<file path="src/rtl/dmux8way16_seq_if.sv">
// Bus bundle for dmux8way16_seq: producer-side word/steering signals plus
// the eight registered channel outputs with their per-channel handshake.
interface dmux8way16_seq_if #(
  parameter int WIDTH = 16
);
  logic [WIDTH-1:0] x;
  logic             x_valid;
  logic             x_ready;
  logic [2:0]       sel;
  logic             auto;
  logic [WIDTH-1:0] a, b, c, d, e, f, g, h;
  logic [7:0]       y_valid;
  logic [7:0]       y_ready;
  logic [2:0]       ptr;

  // master = producer/consumer side, slave = the demultiplexer
  modport master (
    output x, x_valid, sel, auto, y_ready,
    input  x_ready, a, b, c, d, e, f, g, h, y_valid, ptr
  );

  modport slave (
    input  x, x_valid, sel, auto, y_ready,
    output x_ready, a, b, c, d, e, f, g, h, y_valid, ptr
  );
endinterface

</file>
<file path="src/rtl/dmux8way16_seq.sv">
// Registered 1-to-8 demultiplexer with per-channel valid/ready, one word deep.
// Round-robin steering via `auto` is compiled in only when DMUX8WAY16_SEQ_AUTO_EN is defined.
module dmux8way16_seq #(
  parameter int WIDTH = 16
) (
  input logic             clk,
  input logic             rst,
  dmux8way16_seq_if.slave bus
);

`ifdef DMUX8WAY16_SEQ_AUTO_EN
  localparam bit AUTO_EN = 1'b1;
`else
  localparam bit AUTO_EN = 1'b0;
`endif

  logic [WIDTH-1:0] data_q [8];
  logic [WIDTH-1:0] data_d [8];
  logic [7:0]       valid_q, valid_d;
  logic [2:0]       ptr_q, ptr_d;
  logic             use_ptr;
  logic [2:0]       tgt;
  logic             accept;

  assign use_ptr     = AUTO_EN && bus.auto;
  assign tgt         = use_ptr ? ptr_q : bus.sel;
  // A full target still accepts when its consumer drains in the same cycle.
  assign bus.x_ready = ~valid_q[tgt] | bus.y_ready[tgt];
  assign accept      = bus.x_valid & bus.x_ready;

  always_comb begin
    // NOTE: every output of this block gets a default first, so no path leaves it unassigned (no latch).
    valid_d = valid_q & ~bus.y_ready;
    data_d  = data_q;
    ptr_d   = ptr_q;
    if (accept) begin
      data_d[tgt]  = bus.x;
      valid_d[tgt] = 1'b1;
      if (use_ptr) ptr_d = ptr_q + 3'd1;
    end
  end

  // NOTE: the channel registers are visible outputs, so unlike a plain storage array they are reset.
  always_ff @(posedge clk or posedge rst) begin
    if (rst) begin
      for (int i = 0; i < 8; i++) data_q[i] <= '0;
      valid_q <= '0;
      ptr_q   <= '0;
    end else begin
      // NOTE: non-blocking assignments here so all state updates see pre-edge values.
      data_q  <= data_d;
      valid_q <= valid_d;
      ptr_q   <= ptr_d;
    end
  end

  assign bus.a       = data_q[0];
  assign bus.b       = data_q[1];
  assign bus.c       = data_q[2];
  assign bus.d       = data_q[3];
  assign bus.e       = data_q[4];
  assign bus.f       = data_q[5];
  assign bus.g       = data_q[6];
  assign bus.h       = data_q[7];
  assign bus.y_valid = valid_q;
  assign bus.ptr     = AUTO_EN ? ptr_q : 3'd0;

endmodule

</file>
<file path="src/flat_wrapper.sv">
// flat-port wrapper written by rule: the top's interface ports become plain ports
module dmux8way16_seq_flat 
#(
  parameter int WIDTH = 16
)
  (clk, rst, bus_x, bus_x_valid, bus_sel, bus_auto, bus_y_ready, bus_x_ready, bus_a, bus_b, bus_c, bus_d, bus_e, bus_f, bus_g, bus_h, bus_y_valid, bus_ptr);
  dmux8way16_seq_if #(.WIDTH(WIDTH)) bus_i ();
  input logic clk;
  input logic rst;
  input wire logic [$bits(bus_i.x)-1:0] bus_x;
  input wire logic [$bits(bus_i.x_valid)-1:0] bus_x_valid;
  input wire logic [$bits(bus_i.sel)-1:0] bus_sel;
  input wire logic [$bits(bus_i.auto)-1:0] bus_auto;
  input wire logic [$bits(bus_i.y_ready)-1:0] bus_y_ready;
  output wire logic [$bits(bus_i.x_ready)-1:0] bus_x_ready;
  output wire logic [$bits(bus_i.a)-1:0] bus_a;
  output wire logic [$bits(bus_i.b)-1:0] bus_b;
  output wire logic [$bits(bus_i.c)-1:0] bus_c;
  output wire logic [$bits(bus_i.d)-1:0] bus_d;
  output wire logic [$bits(bus_i.e)-1:0] bus_e;
  output wire logic [$bits(bus_i.f)-1:0] bus_f;
  output wire logic [$bits(bus_i.g)-1:0] bus_g;
  output wire logic [$bits(bus_i.h)-1:0] bus_h;
  output wire logic [$bits(bus_i.y_valid)-1:0] bus_y_valid;
  output wire logic [$bits(bus_i.ptr)-1:0] bus_ptr;
  assign bus_i.x = bus_x;
  assign bus_i.x_valid = bus_x_valid;
  assign bus_i.sel = bus_sel;
  assign bus_i.auto = bus_auto;
  assign bus_i.y_ready = bus_y_ready;
  assign bus_x_ready = bus_i.x_ready;
  assign bus_a = bus_i.a;
  assign bus_b = bus_i.b;
  assign bus_c = bus_i.c;
  assign bus_d = bus_i.d;
  assign bus_e = bus_i.e;
  assign bus_f = bus_i.f;
  assign bus_g = bus_i.g;
  assign bus_h = bus_i.h;
  assign bus_y_valid = bus_i.y_valid;
  assign bus_ptr = bus_i.ptr;
  dmux8way16_seq #(.WIDTH(WIDTH)) u_core (.clk(clk), .rst(rst), .bus(bus_i));
endmodule
</file>
<file path="config.mk">
export PLATFORM = sky130hd
export DESIGN_NAME = dmux8way16_seq_flat
export DESIGN_NICKNAME = d
export VERILOG_FILES = /design/src/rtl/dmux8way16_seq_if.sv /design/src/rtl/dmux8way16_seq.sv /design/src/flat_wrapper.sv
export SDC_FILE = /design/constraint.sdc
export NUM_CORES = 1
export LEC_CHECK = 0
export CAP_MARGIN = 20
export CORE_MARGIN = 5
export CORE_UTILIZATION = 46
export CTS_CLUSTER_DIAMETER = 40
export DETAILED_ROUTE_END_ITERATION = 12
export PLACE_DENSITY = 0.89
export SLEW_MARGIN = 20
export SYNTH_ARGS = -nofsm -noshare
export SYNTH_HDL_FRONTEND = slang
export SYNTH_SLANG_ARGS = --single-unit
export TNS_END_PERCENT = 100
</file>
<file path="constraint.sdc">
create_clock -name clk -period 5.5 [get_ports clk]
set_input_delay 1.375 -clock clk [delete_from_list [all_inputs] [get_ports clk]]
set_output_delay 1.375 -clock clk [all_outputs]
set_load 0.05 [all_outputs]
</file>
==> results of run 1 <==
## Yosys cell counts
| cell type | count | area, um2 |
|---|---|---|
| dfrtp_1 | 136 | 3400 |
| nand2_1 | 1 | 3.75 |
| nor2_1 | 3 | 11.3 |
| mux2_1 | 7 | 78.8 |
| and2_1 | 2 | 12.5 |
| nor4b_1 | 2 | 17.5 |
| inv_1 | 11 | 41.3 |
| o32a_1 | 1 | 10.0 |
| a2111oi_4 | 3 | 82.6 |
| buf_4 | 4 | 30.0 |
| nand3b_1 | 1 | 7.51 |
| o2111ai_2 | 1 | 15.0 |
| a21oi_1 | 1 | 5.00 |
| mux2_2 | 123 | 1390 |
| o21ai_2 | 3 | 26.3 |
| o21ai_0 | 4 | 20.0 |
| mux4_1 | 1 | 26.3 |
| o21a_1 | 1 | 7.51 |
| buf_2 | 2 | 10.0 |
| mux2_4 | 1 | 15.0 |
| a221oi_4 | 1 | 26.3 |
| a22oi_1 | 1 | 7.51 |
| nor2b_1 | 1 | 6.26 |
| mux2i_1 | 1 | 10.0 |
| a22o_4 | 1 | 17.5 |
| buf_6 | 8 | 90.1 |
| mux4_2 | 1 | 22.5 |
| a21o_1 | 4 | 30.0 |
| conb_1 | 1 | 3.75 |
## placed cells by master, fill, tap and decap left out, types with 2 or more instances in the layout
cell type / instances
a2111oi_4: 3
a21o_1: 4
and2_1: 2
buf_12: 2
buf_4: 10
clkbuf_16: 17
clkdlybuf4s50_1: 165
clkinv_2: 4
clkinv_4: 4
clkinvlp_4: 4
conb_1: 3
dfrtp_1: 136
inv_1: 10
inv_6: 2
mux2_1: 7
mux2_2: 123
nor2_1: 3
nor4b_1: 2
o21ai_0: 4
o21ai_2: 3
## area by class of cell
type | instances | area [um2]
clock buffer | 18 | 439
clock inverter | 14 | 103
fill | 813 | 3680
inverter | 11 | 43.8
multi-input combinational | 168 | 1860
sequential | 136 | 3400
tap | 143 | 179
timing repair buffer | 177 | 1770
## per-layer routing
metal,vias up,track usage
met3,22,0.0907
met4,0,0.0702
met5,-,0
met1,1799,0.238
li1,1536,-
met2,136,0.332
## worst reg2reg max path: cells and delay by family, from the launching register on
family,cells,cell delay (ns)
mux,2,0.69
flops,1,0.40
compound gates,2,1.07
buf+inv,1,0.35
## final timing paths
path                                          to  cells past startpoint
max reg2reg                      u_core.bus.e[2]                      5
min                              u_core.bus.f[1]                      1
min in group asynchronous        u_core.bus.g[0]                      2
max in group asynchronous  u_core.bus.y_valid[7]                      3
max                                  bus_x_ready                      6
min reg2reg                      u_core.bus.f[1]                      1
## flip-flops by register name, summed over array words and instances, names as in the netlist
register,cells
u_core.bus.e,16
u_core.bus.g,16
u_core.bus.a,16
u_core.bus.y_valid,8
u_core.bus.f,16
u_core.bus.b,16
u_core.bus.d,16
u_core.bus.h,16
u_core.bus.c,16
## cell families (layout without fill, tap and decap cells)
| logic type | Yosys count | in the layout | share of synthesized area |
|---|---|---|---|
| AOI/OAI and AO/OA | 21 | 21 | 0.0457 |
| buffers and inverters | 25 | 220 | 0.0316 |
| DFF | 136 | 136 | 0.628 |
| muxes | 134 | 134 | 0.284 |
| other | 1 | 3 | 0.000692 |
| and+or+nand+nor | 10 | 10 | 0.0108 |
## report_power, final
| part | switching [W] | internal, W | total (W) |
|---|---|---|---|
| sequential | 0.000130 | 0.00124 | 0.00137 |
| combinational | 0.00110 | 0.000587 | 0.00169 |
| clock | 0.000441 | 0.000589 | 0.00103 |
| total | 0.00167 | 0.00241 | 0.00408 |
## metrics by stage
step | instance area (um2) | hold slack, ns | instances | setup slack (ns)
after floorplan | 5430 | 0.754 | 329 | 0.486
after global placement | 7250 | 0.469 | 635 | 0.798
after detailed placement | 7250 | 0.487 | 635 | 0.742
after CTS | 7790 | 0.500 | 667 | 0.736
after global routing | 7790 | 0.514 | 667 | 0.682
final | 7790 | 0.495 | 667 | 0.729
==> flow_summary.json, run 1 <==
{
  "run_status": "finished clean",
  "area_delta_synth_final_pct": 43.7,
  "wl_met2_um": 6970,
  "first_global_vias": 3992,
  "slew_headroom": 0.442,
  "clock_path_buffers": 2,
  "cts_resized": 0,
  "path_clk_slew_ns": 0.05,
  "synth.ff_latch_count": 136,
  "required_ns": 4.12,
  "critical_path.startpoint": "bus_sel[0]",
  "cp.arrival_ns": 3.40,
  "cp-start-kind": "input port",
  "hpwl_um": 9810,
  "cts_buffers": 17,
  "drc": 0,
  "synthCells": 327,
  "wl_met1_um": 5490,
  "critPathCaptureType": "output pin",
  "min_period_ns": 4.77,
  "fp.dieArea_mm2": 0.0141,
  "layout-drive-gt1-share": 0.342,
  "p_per_area_mw_per_mm2": 524,
  "h-tree-depth": 4,
  "diodes": 0,
  "max_stage_delay_ns": 0.51,
  "wl_per_cell_um": 21.0,
  "wl_met3_um": 1290,
  "wl_um": 14000,
  "hold_path_class": "flop to flop",
  "cts_tree": "built",
  "finalWeightedCongestion": 0.771,
  "cts-hold-fix-buffers": 0,
  "worstMarginPinSlew_ns": 0.836,
  "netlist_area_mm2": 0.00542,
  "clockRootBuffer": "clkbuf_16",
  "drv_cap": 0,
  "leakagePower_nw": 3.33,
  "drt_iter0_drc": 208,
  "rows": 39,
  "fin_crit_sh": 0.867,
  "path_cells": "clkdlybuf4s50_1 -> buf_4 -> mux2_2 -> a221oi_4 -> o32a_1 -> buf_12",
  "criticalPathCategory": "input port to output pin",
  "final_hold_viol_count": 0,
  "crit_fanout": 12,
  "grt_pass1_wl_um": 22300,
  "nets": 542,
  "io_buffers": 166,
  "setup_tns_ns": 0,
  "grt-ovfl-total": 0,
  "ant_nets": 0,
  "ys_types": 29,
  "setup_viol": 0,
  "avgSynthCellArea_um2": 16.6,
  "slew_violations": 0,
  "track_usage": 0.203,
  "avgViaCountPerCell": 5.24,
  "reg2reg_slack_ns": 2.89,
  "antenna_found_initial": 0,
  "timing.rr.start": "u_core.bus.y_valid[6]",
  "slowest_stage": "clkdlybuf4s50_1",
  "min_from": "u_core.bus.f[1]",
  "die_height_um": 119,
  "fp.dieW_um": 119,
  "post-cts-setup-buffer-count": 0,
  "top_layer_used": "met4",
  "max_freq_mhz": 210,
  "core_area_mm2": 0.0115,
  "vias": 3493,
  "clock-sinks": 136,
  "dr.pass1.iters": 4,
  "rsz0062_at_grt": "no",
  "grt_max_degree": 77,
  "final_util": 0.679,
  "ir_drop_mv": 0.336,
  "cp_top_family": "buffers and inverters",
  "clk_latency_ns": 0.41,
  "start_util": 0.473,
  "cp_num_buf_inv": 3,
  "yosysWarnings": 0,
  "power_w": 0.00408,
  "fin_skew_ns": 0.0125,
  "io_pins": 171,
  "yosysSeqAreaShare": 0.628
}
Note: power is estimated with default switching activity, not from simulation.
==> run 2, diff against run 1 <==
--- a/config.mk
+++ b/config.mk
@@ -6,12 +6,14 @@
 export NUM_CORES = 1
 export LEC_CHECK = 0
 export CAP_MARGIN = 20
+export CELL_PAD_IN_SITES_DETAIL_PLACEMENT = 1
+export CELL_PAD_IN_SITES_GLOBAL_PLACEMENT = 1
 export CORE_MARGIN = 5
-export CORE_UTILIZATION = 46
+export CORE_UTILIZATION = 38
 export CTS_CLUSTER_DIAMETER = 40
 export DETAILED_ROUTE_END_ITERATION = 12
-export PLACE_DENSITY = 0.89
-export SLEW_MARGIN = 20
+export PLACE_DENSITY = 0.9
+export SLEW_MARGIN = 0
 export SYNTH_ARGS = -nofsm -noshare
 export SYNTH_HDL_FRONTEND = slang
 export SYNTH_SLANG_ARGS = --single-unit
==> run 2 against run 1 <==
Effect of this change: total power up 4.5%; core utilization down 11 points; critical endpoint unchanged; flip-flop and latch count unchanged; sequential power about the same; worst setup slack got worse by 0.0090 ns; die area grew 19%; critical path depth shrank 1; fmax decreased by 0.19%; worst hold slack worse by 0.0087 ns; via count increased by 0.57%; wire length up 15%.
==> flow_summary.json, run 2 (synthesis results as in run 1) <==
{
  "vias": 3513,
  "max_freq_mhz": 209,
  "start_util": 0.389,
  "fin_skew_ns": 0.00545,
  "cts_resized": 0,
  "rsz0062_at_grt": "no",
  "fp.dieArea_mm2": 0.0168,
  "cp.arrival_ns": 3.40,
  "core_area_mm2": 0.0139,
  "hpwl_um": 11500,
  "hold_slack_ns": 0.486,
  "drv_cap": 0,
  "clockRootBuffer": "clkbuf_16",
  "dr.pass1.iters": 5,
  "grt_max_degree": 73,
  "nets": 542,
  "drc": 0,
  "final_hold_viol_count": 0,
  "hold_path_class": "flop to flop",
  "worstMarginPinSlew_ns": 0.901,
  "io_pins": 171,
  "slew_headroom": 0.400,
  "antenna_found_initial": 0,
  "path_cells": "clkdlybuf4s50_1 -> mux4_1 -> a221oi_4 -> o32a_1 -> buf_12",
  "ir_drop_mv": 0.238,
  "rows": 43,
  "critPathCaptureType": "output pin",
  "ant_nets": 0,
  "io_buffers": 166,
  "min_period_ns": 4.78,
  "required_ns": 4.12,
  "slowest_stage": "mux4_1",
  "post-cts-setup-buffer-count": 0,
  "mostFrequentLayoutCells": "clkdlybuf4s50_1, dfrtp_1, mux2_2",
  "setup_tns_ns": 0,
  "setup_viol": 0,
  "finalWeightedCongestion": 0.821,
  "wl_per_cell_um": 22.9,
  "fin_cells": 704,
  "first_global_vias": 4231,
  "clk_latency_ns": 0.41,
  "wl_um": 16100,
  "layout-drive-gt1-share": 0.338,
  "avgViaCountPerCell": 4.99,
  "p_per_area_mw_per_mm2": 539,
  "cts-hold-fix-buffers": 0,
  "cts_tree": "built",
  "leakagePower_nw": 3.37,
  "slew_violations": 0,
  "fin_crit_sh": 0.869,
  "crit_fanout": 5,
  "max_stage_delay_ns": 0.65,
  "drt_iter0_drc": 153,
  "die_height_um": 129,
  "cp-start-kind": "input port",
  "power_w": 0.00426,
  "criticalPathCategory": "input port to output pin",
  "grt_pass1_wl_um": 25100,
  "cts_buffers": 17,
  "placedCellCount": 672,
  "diodes": 0,
  "h-tree-depth": 4,
  "area_delta_synth_final_pct": 45.8,
  "final_common_cell": "clkdlybuf4s50_1",
  "grt-ovfl-total": 0,
  "clock_path_buffers": 2,
  "track_usage": 0.201,
  "fp.dieW_um": 129,
  "path_clk_slew_ns": 0.06,
  "clock-sinks": 136,
  "run_status": "finished clean",
  "final_util": 0.567
}
[run 2: changes by cell type in the layout (fill, tap and decap cells not counted), sizes merged]
| cell | previous run | this run |
|---|---|---|
| inv | 13 | 12 |
| clkinvlp | 4 | 2 |
| clkinv | 8 | 6 |
| clkbuf | 18 | 19 |
| bufinv | 0 | 4 |
[run 2: stage by stage]
step | setup WS [ns] | area (um2)
final | 0.720 | 7910
after global routing | 0.626 | 7910
after CTS | 0.706 | 7910
after detailed placement | 0.711 | 7290
after global placement | 0.758 | 7290
after floorplan | 0.486 | 5430
[run 2: layer usage]
metal,GRT usage,vias up,wire [um]
li1,-,1536,-
met4,0.0911,0,493
met3,0.0433,31,634
met1,0.225,1848,5950
met2,0.366,98,9030
met5,0,-,0
[run 2: cell type report]
cell class	count	area, um2
Fill cell	1317	6030
Sequential cell	136	3400
Multi-Input combinational cell	168	1860
Timing Repair Buffer	177	1770
Clock buffer	19	433
Tap cell	180	225
Clock inverter	13	178
Inverter	11	43.8
[run 2: final timing paths]
kind	startpoint	to	slack, ns	depth (start not counted)
hold / removal	u_core.bus.e[8]	u_core.bus.e[8]	0.49	1
hold reg to reg	u_core.bus.e[8]	u_core.bus.e[8]	0.49	1
setup / recovery	bus_sel[0]	bus_x_ready	0.72	5
setup reg to reg	u_core.bus.y_valid[6]	u_core.bus.g[6]	2.89	5
min in group asynchronous	rst	u_core.bus.c[14]	1.48	2
max in group asynchronous	rst	u_core.bus.d[3]	3.14	3
[run 2: critical path, delay by kind of cell]
family                 cells  cell delay, ns
muxes                      1            0.65
AOI/OAI and AO/OA          2            0.61
buffers and inverters      2            0.76
[run 2: power breakdown]
group / switching (W) / internal, W / total, W
clock network: 0.000421 / 0.000756 / 0.00118
logic: 0.00113 / 0.000587 / 0.00171
registers: 0.000136 / 0.00124 / 0.00137
total: 0.00168 / 0.00258 / 0.00426
==> run 3, diff against run 2 <==
--- a/config.mk
+++ b/config.mk
@@ -8,11 +8,13 @@
 export CAP_MARGIN = 20
 export CELL_PAD_IN_SITES_DETAIL_PLACEMENT = 1
 export CELL_PAD_IN_SITES_GLOBAL_PLACEMENT = 1
+export CORE_ASPECT_RATIO = 1.4
 export CORE_MARGIN = 5
 export CORE_UTILIZATION = 38
 export CTS_CLUSTER_DIAMETER = 40
 export DETAILED_ROUTE_END_ITERATION = 12
 export PLACE_DENSITY = 0.9
+export SKIP_LAST_GASP = 1
 export SLEW_MARGIN = 0
 export SYNTH_ARGS = -nofsm -noshare
 export SYNTH_HDL_FRONTEND = slang
==> run 3 against run 2 <==
Effect of this change: largest power group unchanged; via count is 0.80% lower; global-route usage decreased by 0.57 points; largest cell class unchanged; wire length shrank 0.50%; register-to-register slack got worse by 0.05 ns.
==> flow_summary.json, run 3 (synthesis results as in run 1) <==
{
  "run_status": "finished clean",
  "mostFrequentLayoutCells": "clkdlybuf4s50_1, dfrtp_1, mux2_2",
  "grt_max_degree": 79,
  "rsz0062_at_grt": "no",
  "cts_buffers": 17,
  "fp.dieArea_mm2": 0.0168,
  "final_common_cell": "clkdlybuf4s50_1",
  "avgViaCountPerCell": 4.91,
  "crit_fanout": 12,
  "min_period_ns": 4.76,
  "pwr-share-clk": 0.250,
  "leakagePower_nw": 3.33,
  "hold_path_class": "flop to flop",
  "io_buffers": 166,
  "wl_per_cell_um": 22.6,
  "criticalPathCategory": "input port to output pin",
  "power_frac_comb": 0.416,
  "p_sw_w": 0.00168,
  "hpwl_um": 11600,
  "swShare": 0.409,
  "cts_resized": 0,
  "antenna_found_initial": 0,
  "setup_tns_ns": 0,
  "cts-hold-fix-buffers": 0,
  "drv_cap": 0,
  "core_area_mm2": 0.0140,
  "power_w": 0.00410,
  "grt-ovfl-total": 0,
  "required_ns": 4.12,
  "clock_path_buffers": 2,
  "n_fill_cell": 1307,
  "cp-start-kind": "input port",
  "io_pins": 171,
  "slew_violations": 0,
  "placed_area_mm2": 0.00731,
  "setup_viol": 0,
  "diodes": 0,
  "fp.dieW_um": 111,
  "die_height_um": 151,
  "fin_area_mm2": 0.00785,
  "layout-drive-gt1-share": 0.339,
  "finalWeightedCongestion": 0.757,
  "max_freq_mhz": 210,
  "slew_headroom": 0.499,
  "worstMarginPinSlew_ns": 0.751,
  "fin_skew_ns": 0.00775,
  "final_hold_viol_count": 0,
  "cp.arrival_ns": 3.39,
  "vias": 3485,
  "fin_crit_sh": 0.866,
  "track_usage": 0.195,
  "rows": 51,
  "ir_drop_mv": 0.269,
  "path_clk_slew_ns": 0.05,
  "clockRootBuffer": "clkbuf_16",
  "p_per_area_mw_per_mm2": 523,
  "drc": 0,
  "post-cts-setup-buffer-count": 0,
  "clock-sinks": 136,
  "wl_um": 16000,
  "seqPwrFrac": 0.335,
  "ant_nets": 0,
  "p_int_w": 0.00242,
  "grt_pass1_wl_um": 25000,
  "first_global_vias": 4056,
  "drt_iter0_drc": 58,
  "h-tree-depth": 4,
  "clk_latency_ns": 0.40,
  "dr.pass1.iters": 4,
  "start_util": 0.388,
  "critPathCaptureType": "output pin",
  "area_delta_synth_final_pct": 44.7,
  "cts_tree": "built",
  "nets": 543
}
run 3: cell count changes in the layout (fill, tap and decap cells not counted):
cell and change:
inv_6 -1, clkinvlp_4 +2, clkinv_4 +2, clkinv_2 -1
bufinv_16 -4, clkbuf_8 +2, buf_4 +1
run 3: through the flow:
step                hold WS [ns]   util  std cells  setup slack, ns
floorplan                  0.754      -        329            0.486
global placement           0.471  0.523        678            0.775
detailed placement         0.493  0.523        678            0.733
CTS                        0.505  0.561        710            0.722
global route               0.512  0.561        710            0.651
finish                     0.494  0.561        710            0.738
run 3: layer usage:
layer  part of all wire  global-route usage  wire length (um)  up-vias
li1                   -                   -                 -     1536
met1               0.37               0.208              5940     1808
met2               0.55               0.368              8840      124
met3              0.064              0.0608              1030       17
met4              0.013              0.0616               208        0
met5                  0                   0                 0        -
run 3: path summary, 6_finish.rpt:
check | to | slack, ns | start | cells after the start
setup / recovery | bus_x_ready | 0.74 | bus_sel[0] | 6
hold / removal | u_core.bus.g[0] | 0.49 | u_core.bus.g[0] | 1
setup reg to reg | u_core.bus.d[6] | 2.84 | u_core.bus.y_valid[2] | 5
hold reg to reg | u_core.bus.g[0] | 0.49 | u_core.bus.g[0] | 1
max in group asynchronous | u_core.bus.d[0] | 3.15 | rst | 3
min in group asynchronous | u_core.bus.y_valid[5] | 1.48 | rst | 2
run 3: worst max-delay path, stage by stage:
cell and delay, ns:
clkdlybuf4s50_1 0.50, buf_4 0.25, mux2_2 0.42, a221oi_4 0.41, o32a_1 0.28, buf_12 0.15
run 3: power by group through the flow:
stage	Clock [W]	Combinational [W]	Sequential [W]
finish	0.00102	0.00171	0.00137
global route	0.00110	0.00177	0.00140
CTS	0.00105	0.00173	0.00138
detailed placement	0	0.00172	0.00139
global placement	0	0.00167	0.00137
floorplan	0	0.000262	0.00220
run 3: cell type report:
class	instances	area (um2)	area share
Timing Repair Buffer	178	1770	0.226
Clock buffer	21	460	0.0587
Tap cell	185	231	0.0295
Multi-Input combinational cell	168	1860	0.237
Sequential cell	136	3400	0.434
Inverter	11	43.8	0.00558
Clock inverter	11	76.3	0.00973
